### config.mk
export PLATFORM = sky130hd
export DESIGN_NAME = branch_predictor
export DESIGN_NICKNAME = d
export VERILOG_FILES = /design/src/rtl/branch_predictor_pkg.sv /design/src/rtl/return_addr_stack.sv /design/src/rtl/branch_predictor.sv
export SDC_FILE = /design/constraint.sdc
export NUM_CORES = 2
export LEC_CHECK = 0
export CORE_ASPECT_RATIO = 1.4
export CORE_UTILIZATION = 45
export CTS_CLUSTER_DIAMETER = 80
export DETAILED_ROUTE_END_ITERATION = 6
export HOLD_SLACK_MARGIN = 0.08
export PLACE_DENSITY = 0.61
export SYNTH_ARGS = -nofsm -noshare
export SYNTH_HDL_FRONTEND = slang
export SYNTH_SLANG_ARGS = --single-unit
### constraint.sdc
create_clock -name clk -period 4.4 [get_ports clk]
set_input_delay 0.66 -clock clk [delete_from_list [all_inputs] [get_ports clk]]
set_output_delay 0.66 -clock clk [all_outputs]
set_load 0.01 [all_outputs]
### src/rtl/branch_predictor_pkg.sv
// branch_predictor_pkg: kind encodings, counter constants and the saturating counter step
package branch_predictor_pkg;
  localparam logic [1:0] KIND_COND     = 2'd0;
  localparam logic [1:0] KIND_DIRECT   = 2'd1;
  localparam logic [1:0] KIND_INDIRECT = 2'd2;
  localparam logic [1:0] KIND_RETURN   = 2'd3;
  localparam logic [1:0] CTR_SNT = 2'd0;
  localparam logic [1:0] CTR_WNT = 2'd1;
  localparam logic [1:0] CTR_WT  = 2'd2;
  localparam logic [1:0] CTR_ST  = 2'd3;
  function automatic logic [1:0] ctr_next(input logic [1:0] c, input logic taken);
    return taken ? ((c == CTR_ST) ? c : c + 2'd1) : ((c == CTR_SNT) ? c : c - 2'd1);
  endfunction
endpackage

### src/rtl/return_addr_stack.sv
// return_addr_stack: circular return-address stack; a push when full overwrites the oldest entry
module return_addr_stack #(
  parameter int ADDR_WIDTH = 32,
  parameter int RAS_DEPTH  = 4
) (
  input  logic                  clk,
  input  logic                  rst,
  input  logic                  push,
  input  logic                  pop,
  input  logic [ADDR_WIDTH-1:0] push_data,
  output logic [ADDR_WIDTH-1:0] top,
  output logic                  empty
);
  localparam int PW = $clog2(RAS_DEPTH);
  localparam int CW = $clog2(RAS_DEPTH + 1);
  logic [RAS_DEPTH-1:0][ADDR_WIDTH-1:0] mem_q;
  logic [PW-1:0] ptr_q, ptr_d, ptr_prev, ptr_next, wr_idx;
  logic [CW-1:0] cnt_q, cnt_d;
  logic          wr_en;
  assign ptr_prev = (ptr_q == '0) ? PW'(RAS_DEPTH - 1) : ptr_q - 1'b1;
  assign ptr_next = (ptr_q == PW'(RAS_DEPTH - 1)) ? '0 : ptr_q + 1'b1;
  assign empty    = (cnt_q == '0);
  assign top      = mem_q[ptr_prev];
  always_comb begin
    ptr_d  = ptr_q;
    cnt_d  = cnt_q;
    wr_en  = push;
    wr_idx = ptr_q;
    if (push && (!pop || empty)) begin
      ptr_d = ptr_next;
      cnt_d = (cnt_q == CW'(RAS_DEPTH)) ? cnt_q : cnt_q + 1'b1;
    end else if (push) begin
      wr_idx = ptr_prev;
    end else if (pop && !empty) begin
      ptr_d = ptr_prev;
      cnt_d = cnt_q - 1'b1;
    end
  end
  always_ff @(posedge clk) begin
    if (rst) begin
      ptr_q <= '0;
      cnt_q <= '0;
    end else begin
      ptr_q <= ptr_d;
      cnt_q <= cnt_d;
    end
  end
  always_ff @(posedge clk) begin
    if (!rst && wr_en) mem_q[wr_idx] <= push_data;
  end
endmodule

### src/rtl/branch_predictor.sv
// branch_predictor: direct-mapped BTB with 2-bit counters plus a return-address stack;
// predicts at IF, learns and flags mispredicts from ID.
module branch_predictor
  import branch_predictor_pkg::*;
#(
  parameter int ADDR_WIDTH = 32,
  parameter int BTB_IDX    = 4,
  parameter int RAS_DEPTH  = 4
) (
  input  logic                  clk,
  input  logic                  rst,
  input  logic                  stall,
  input  logic [ADDR_WIDTH-1:0] if_pc,
  output logic                  pred_taken,
  output logic [ADDR_WIDTH-1:0] pred_target,
  input  logic                  upd_valid,
  input  logic [ADDR_WIDTH-1:0] upd_pc,
  input  logic [1:0]            upd_kind,
  input  logic                  upd_link,
  input  logic                  upd_taken,
  input  logic [ADDR_WIDTH-1:0] upd_target,
  input  logic                  upd_pred_taken,
  input  logic [ADDR_WIDTH-1:0] upd_pred_target,
  output logic                  mispredict,
  output logic [ADDR_WIDTH-1:0] redirect_addr
);
  localparam int N     = 1 << BTB_IDX;
  localparam int TAG_W = ADDR_WIDTH - BTB_IDX - 2;
  logic [N-1:0]                 valid_q, valid_d;
  logic [N-1:0][TAG_W-1:0]      tag_q, tag_d;
  logic [N-1:0][ADDR_WIDTH-1:0] tgt_q, tgt_d;
  logic [N-1:0][1:0]            ctr_q, ctr_d, kind_q, kind_d;
  logic [BTB_IDX-1:0]           l_idx, u_idx;
  logic [TAG_W-1:0]             l_tag, u_tag;
  logic                         l_hit, u_hit, commit, ras_empty;
  logic [ADDR_WIDTH-1:0]        ras_top, link_addr;
  logic                         unused;
  assign unused    = &{1'b0, if_pc[1:0]};
  assign l_idx     = if_pc[BTB_IDX+1:2];
  assign l_tag     = if_pc[ADDR_WIDTH-1:BTB_IDX+2];
  assign u_idx     = upd_pc[BTB_IDX+1:2];
  assign u_tag     = upd_pc[ADDR_WIDTH-1:BTB_IDX+2];
  assign l_hit     = valid_q[l_idx] && (tag_q[l_idx] == l_tag);
  assign u_hit     = valid_q[u_idx] && (tag_q[u_idx] == u_tag);
  assign commit    = upd_valid && !stall;
  assign link_addr = upd_pc + ADDR_WIDTH'(8);
  assign pred_taken  = l_hit && (kind_q[l_idx] != KIND_COND || ctr_q[l_idx][1]);
  assign pred_target = !pred_taken ? '0 :
                       (kind_q[l_idx] == KIND_RETURN && !ras_empty) ? ras_top : tgt_q[l_idx];
  assign mispredict    = upd_valid && (upd_taken != upd_pred_taken ||
                                       (upd_taken && upd_target != upd_pred_target));
  assign redirect_addr = !mispredict ? '0 : upd_taken ? upd_target : link_addr;
  always_comb begin
    valid_d = valid_q;
    tag_d   = tag_q;
    tgt_d   = tgt_q;
    ctr_d   = ctr_q;
    kind_d  = kind_q;
    if (commit && (u_hit || upd_taken)) begin
      valid_d[u_idx] = 1'b1;
      tag_d[u_idx]   = u_tag;
      ctr_d[u_idx]   = (upd_kind != KIND_COND) ? CTR_ST :
                       u_hit ? ctr_next(ctr_q[u_idx], upd_taken) : CTR_WT;
      if (upd_taken) begin
        tgt_d[u_idx]  = upd_target;
        kind_d[u_idx] = upd_kind;
      end
    end
  end
  always_ff @(posedge clk) begin
    if (rst) begin
      valid_q <= '0;
      tag_q   <= '0;
      tgt_q   <= '0;
      ctr_q   <= '0;
      kind_q  <= '0;
    end else begin
      valid_q <= valid_d;
      tag_q   <= tag_d;
      tgt_q   <= tgt_d;
      ctr_q   <= ctr_d;
      kind_q  <= kind_d;
    end
  end
  return_addr_stack #(.ADDR_WIDTH(ADDR_WIDTH), .RAS_DEPTH(RAS_DEPTH)) u_ras (
    .clk       (clk),
    .rst       (rst),
    .push      (commit && upd_link),
    .pop       (commit && upd_kind == KIND_RETURN),
    .push_data (link_addr),
    .top       (ras_top),
    .empty     (ras_empty)
  );
endmodule
=== Word level (Yosys, flattened, before mapping) ===
Index checks and enable logic that the tools add are counted.

* $add $sub $neg: 7
* Magnitude comparators: 6
* Equality and inequality tests: 11
* Muxes and demuxes: 53
* Bitwise logic cells: 1
* Reductions and logical operators: 32

{| class="wikitable"
|+ Operator list
! cell !! number
|-
| bitwise mux 512 bit || 1
|-
| bitwise mux 416 bit || 1
|-
| two-way mux 32 bit || 8
|-
| binary-select mux 26 bit (select 4 bit) || 2
|-
| binary-select mux 32 bit (select 4 bit) || 1
|-
| bitwise mux 128 bit || 1
|-
| demux 32 bit (select 4 bit) || 1
|-
| demux 26 bit (select 4 bit) || 1
|-
| two-way mux 26 bit || 3
|-
| binary-select mux 32 bit (select 2 bit) || 1
|-
| bitwise mux 32 bit || 2
|-
| demux 32 bit (select 2 bit) || 1
|-
| == test 26 bit || 2
|-
| adder 32 x 4 -> 32 bit (second input constant) || 1
|-
| two-way mux 2 bit || 16
|-
| != test 32 bit || 1
|-
| binary-select mux 2 bit (select 4 bit) || 3
|-
| OR 16 bit || 1
|-
| logical AND 1 bit || 15
|-
| two-way mux 3 bit || 4
|-
| less-than comparator 4 x 5 -> 1 bit (second input constant) || 2
|-
| binary-select mux 1 bit (select 4 bit) || 2
|-
| demux 2 bit (select 4 bit) || 1
|-
| == test 2 bit (second input constant) || 4
|-
| 19 further kinds || 35
|}

* Flip-flop bits (word level): 1141
* Input port bits: 137
* Output and inout port bits: 66
* Logic and storage cells: 181

=== Logic depth before layout (Yosys ltp) ===
* Depth after elaboration: 12
* Depth in mapped cells: 16
* Depth with buffers taken out: 10

=== Cells and area by module ===
From an unflattened synthesis, not the netlist that was laid out.

* Cells, all modules: 5385
* Area, all modules: 54721.2 µm²

{| class="wikitable"
|+ By module, submodules not included
! module !! times used !! cells each !! area each (µm²) !! seq. area each (µm²)
|-
| branch_predictor || 1 || 5167 || 49670.1 || 20179.4
|-
| return_addr_stack || 1 || 218 || 5051.1 || 3943.8
|}

=== Worst setup path before layout ===
OpenSTA, ideal clock, no wires.

* Path type: input to output
* Start: input port if_pc[2]
* End: output port pred_target[10]
* Arrival time: 3.875 ns
* Data required time: 3.740 ns
* Path slack: -0.135 ns
* Stages on the path: 11
* Path buffers: 4
* Cells stage by stage: clkbuf_1 -> buf_1 -> buf_1 -> mux4_2 -> mux4_2 -> xnor2_1 -> nand4_1 -> nor3_1 -> nand4_1 -> clkbuf_1 -> nor2_1

* Cells in the longest elaborated chain, start to end: 6
* Elaborated cells on any way between the ends: 19
* Those cells by class: eq/ne: 2; mux: 12; reduce/logical: 5

{| class="wikitable"
|+ RTL lines
! element !! line !! source
|-
| start: declaration || branch_predictor.sv:13 || <nowiki>input logic [ADDR_WIDTH-1:0] if_pc,</nowiki>
|-
| binary-select mux 26 bit (select 4 bit) / binary-select mux 2 bit (select 4 bit) (equally long branches) || branch_predictor.sv:43, branch_predictor.sv:47, branch_predictor.sv:49 ||
|-
| two-way mux 26 bit (implied by the code) / two-way mux 2 bit (equally long branches) || branch_predictor.sv:43, branch_predictor.sv:47, branch_predictor.sv:49 ||
|-
| == test 26 bit, or another cell as far along || branch_predictor.sv:43 || <nowiki>assign l_hit = valid_q[l_idx] && (tag_q[l_idx] == l_tag);</nowiki>
|-
| logical AND 1 bit, or another cell as far along || branch_predictor.sv:43 ||
|-
| logical AND 1 bit / two-way mux 32 bit (equally long branches) || branch_predictor.sv:47, branch_predictor.sv:49 ||
|-
| two-way mux 32 bit (*) || branch_predictor.sv:48 || <nowiki>assign pred_target = !pred_taken ? '0 :</nowiki>
|-
| end: declaration || branch_predictor.sv:15 || <nowiki>output logic [ADDR_WIDTH-1:0] pred_target,</nowiki>
|}

Mark *: on every way between the ends. The rest lies on a longest branch, timed or not. The select of a mux whose other input is x is not followed.

=== Worst setup path after layout ===
* Start: register tag_q[404] in the netlist's numbering
* End: output port pred_target[15]

* Cells in the longest elaborated chain, start to end: 6

{| class="wikitable"
|+ RTL lines
! element !! line !! source
|-
| start: declaration || branch_predictor.sv:30 || <nowiki>logic [N-1:0][TAG_W-1:0] tag_q, tag_d;</nowiki>
|-
| start signal: assignment || branch_predictor.sv:79 || <nowiki>tag_q <= tag_d;</nowiki>
|-
| binary-select mux 26 bit (select 4 bit) || branch_predictor.sv:43 ||
|-
| two-way mux 26 bit (implied by the code) || branch_predictor.sv:43 ||
|-
| == test 26 bit || branch_predictor.sv:43 ||
|-
| logical AND 1 bit || branch_predictor.sv:43 ||
|-
| logical AND 1 bit || branch_predictor.sv:47 || <nowiki>assign pred_taken = l_hit && (kind_q[l_idx] != KIND_COND || ctr_q[l_idx][1]);</nowiki>
|-
| two-way mux 32 bit || branch_predictor.sv:48 ||
|}

No other way between the ends. The select of a mux whose other input is x is not followed.

==> results by group <==
Drt
  – Residual DRC count: 0
  – Routed len/inst: 27.5 µm
  – Final WL: 205000 µm
  – Via density: 6.00
  – Vias: 44700
  – DR iter-0 viols: 4276
  – First-pass DRT Iterations: 5
  – Routed Antenna Nets: 0

Worst setup path
  – Critical path required time: 3.74 ns
  – CP startpoint: tag_q[404]
  – CP max FO: 8
  – Crit Path Category: flop to output port
  – FF-to-FF Start: tag_q[300]
  – Kind of end point of the critical path: output port
  – Crit path max-delay family: multiplexers
  – Most used cell, CP: buf_6
  – Crit path buffers/inverters: 5
  – Critical path, cell by cell: mux4_2, mux4_2, xor2_2, nor4_4, buf_4, o311ai_4, nor3_2, nand4_1, buf_6, buf_16, buf_6, nor2_4, buf_6
  – Max stage delay on crit path: 0.55 ns
  – Crit path arrival time: 3.84 ns
  – Slowest cell on the critical path: mux4_2
  – Crit path launch type: flop

Yosys
  – Number of synthesized register bits: 1141
  – Main combinational cell family by area after synthesis: multiplexers
  – Yosys warns: 0
  – Fraction of registers with async set/reset: 0%
  – Synth Area in Compound Gates: 8.21%
  – Post-synth net total: 5659
  – Area contributors post-synth: dfxtp_1 (36%), mux4_2 (17%), mux2i_1 (9.3%)
  – Post-synthesis cell count: 5516
  – Synth top area share: 36.5%
  – Sequential share of the synthesized area: 43.4%
  – Adder-cell area share of the yosys netlist: 0.148%
  – Count of different cell masters after synthesis: 69
  – Avg Inst Size Synth: 10.1 µm²
  – Top_reg_cell synth: dfxtp_1
  – Mapped Area: 55600 µm²
  – EDFF count, synth: 128
  – Simple-Gate Fraction of Synth Area: 15.5%
  – Mux cell area share after synthesis: 26.7%
  – XOR/XNOR share of the synthesized area: 1.70%
  – Cell taking the most area after synthesis: dfxtp_1

STA
  – Clk_skew: 0.0473 ns
  – Fmax: 222 MHz
  – Setup ws final: -0.0973 ns
  – RSZ-0062 raised after global routing: true
  – Final period demand of the worst path: 4.50 ns
  – Final Hold Vio Count: 0
  – Finish-stage setup viols: 20
  – Slew Limit Fails: 0
  – Worst slew pin tran: 0.963 ns
  – Rel. slew slack: 35.8%
  – Hold WS: 0.450 ns
  – Final cycle utilization of the critical path: 102%

Clock tree
  – Root Buffer: clkbuf_16
  – CTS Hold Bufs: 0
  – Clock net sink count: 1141
  – H-tree levels: 3
  – CTS tree: yes
  – Clk_lat worst skew: 0.75 ns
  – CTS buffer count: 112
  – CTS max path bufs: 3
  – Clock transition at path regs: 0.07 ns

Global route
  – Busiest grt layer: met2
  – Vias in the first global route: 44000
  – Maximum number of pins on one net before global-route repair: 162
  – First-pass GRT wire length: 295000 µm
  – GRT Util Overall: 32.1%
  – GRT overflow: 0
  – Met3 usage in global routing: 5.24%
  – Met1 Resource Use GR: 38.0%
  – Initial antenna violation count: 3
  – Met2 Usage GRT: 53.2%

Place
  – GPL Wtd Cong: 0.966
  – Port buffer count: 200
  – Placed cell areas: 61600 µm²
  – HPWL Detailed: 129000 µm

Layout
  – Design Area, Final: 66400 µm²
  – Share of cells above drive strength 1: 21.1%
  – Synthesis-to-finish area growth: 19.4%
  – Final Util: 54.1%
  – Commonest non-fill, non-tap cells in the layout: nand2_1 (1157), dfxtp_1 (1002), a21oi_1 (607), mux2i_1 (516), nand2b_1 (442)
  – Filler cells: 10800
  – Most common cell after layout, fill and taps aside: nand2_1
  – Nets: 5885

Min path
  – HP Class: flop to flop
  – Min-delay src: tgt_q[112]

Floorplanning
  – Placement Rows: 152
  – Die Y: 418 µm
  – Die W: 299 µm
  – Die area: 125000 µm²
  – CORE AREA: 123000 µm²
  – Initial cell density of the core: 45.3%
  – Ports: 203

Job
  – Max-cap violations: 0

Power
  – Pleak: 0.0252 µW
  – Maximum VDD drop: 337 µV
  – Pwr per Cell Area: 347 nW/µm²
  – Total power: 23000 µW

Status
  – Status: complete, but fails checks
  – Failing checks: setup timing
-- logic make-up after synthesis --
group | count (synthesis)
adders and majority gates | 6
muxes | 957
and+or+nand+nor | 1892
DFF | 1141
AOI/OAI and AO/OA | 820
buffers and inverters | 592
xor gates and xnor gates | 108
-- worst paths after layout --
path | to | slack [ns] | cells past startpoint
setup / recovery | pred_target[15] | -0.1 | 13
hold / removal | tgt_q[112] | 0.45 | 2
setup reg to reg | tag_q[180] | 0.85 | 12
hold reg to reg | tgt_q[112] | 0.45 | 2
-- worst min-delay path, cell delays in order (launching register included) --
cell and delay (ns):
dfxtp_1 0.31, nand2_1 0.05, a21oi_1 0.05
-- layout make-up --
cell class	count	area, µm²	share of cell area (%)
flip-flops and latches	1141	24100	36.4
repair buffers	644	6320	9.53
inverters	60	228	0.343
diodes	1	2.50	0.00377
multi-input cells	3783	29700	44.7
well taps	1617	2020	3.05
clock inverters	53	653	0.984
clock buffers	157	3340	5.03
-- layer usage --
layer	vias to the layer above	wire [µm]
met5	-	34
met4	4	16200
met3	673	17100
met2	2288	98100
met1	22000	73700
li1	19800	-
-- power by group --
part	internal [µW]	total (µW)	switching, µW	leakage [µW]
Combinational	802	2010	1200	0.0139
Clock	6050	10400	4350	0.00197
Sequential	10600	10600	30.5	0.00932
-- synth_stat cells (22+ instances only) --
master    number
a211oi_1      48
a21oi_1      608
a221oi_1      25
and2_1        27
buf_1         36
buf_2         45
clkbuf_1     414
dfxtp_1     1013
edfxtp_1     128
inv_1         59
mux2_2        23
mux2i_1      516
mux4_2       417
nand2_1     1173
nand2b_1     443
nand3_1       22
nand4_1       38
nor2_1       111
nor2b_1       35
o21ai_0       60
xnor2_1       83
xor2_1        25
-- metrics by stage --
step	setup WS [ns]	std cells	TNS, ns
finish	-0.0973	7456	-0.311
global route	-0.192	7455	-3.45
CTS	-0.215	7443	-4.54
detailed placement	-0.777	7222	-36.19
global placement	-0.722	7222	-51.39
floorplan	0.00336	5516	0
-- sequential cells by signal (all words and copies together) (netlist names) --
register / flops
kind_q: 32
u_ras.cnt_q: 3
ctr_q: 32
valid_q: 16
u_ras.ptr_q: 2
tag_q: 416
tgt_q: 512
u_ras.mem_q: 128
-- repair_timing --
item | CTS | global route
gates cloned | 3 | 4
pin swaps | 25 | 28
setup endpoints to repair | 43 | 42
gates resized for setup | 207 | 75
setup buffers | 9 | 10
(Power assumes the default switching activity.)
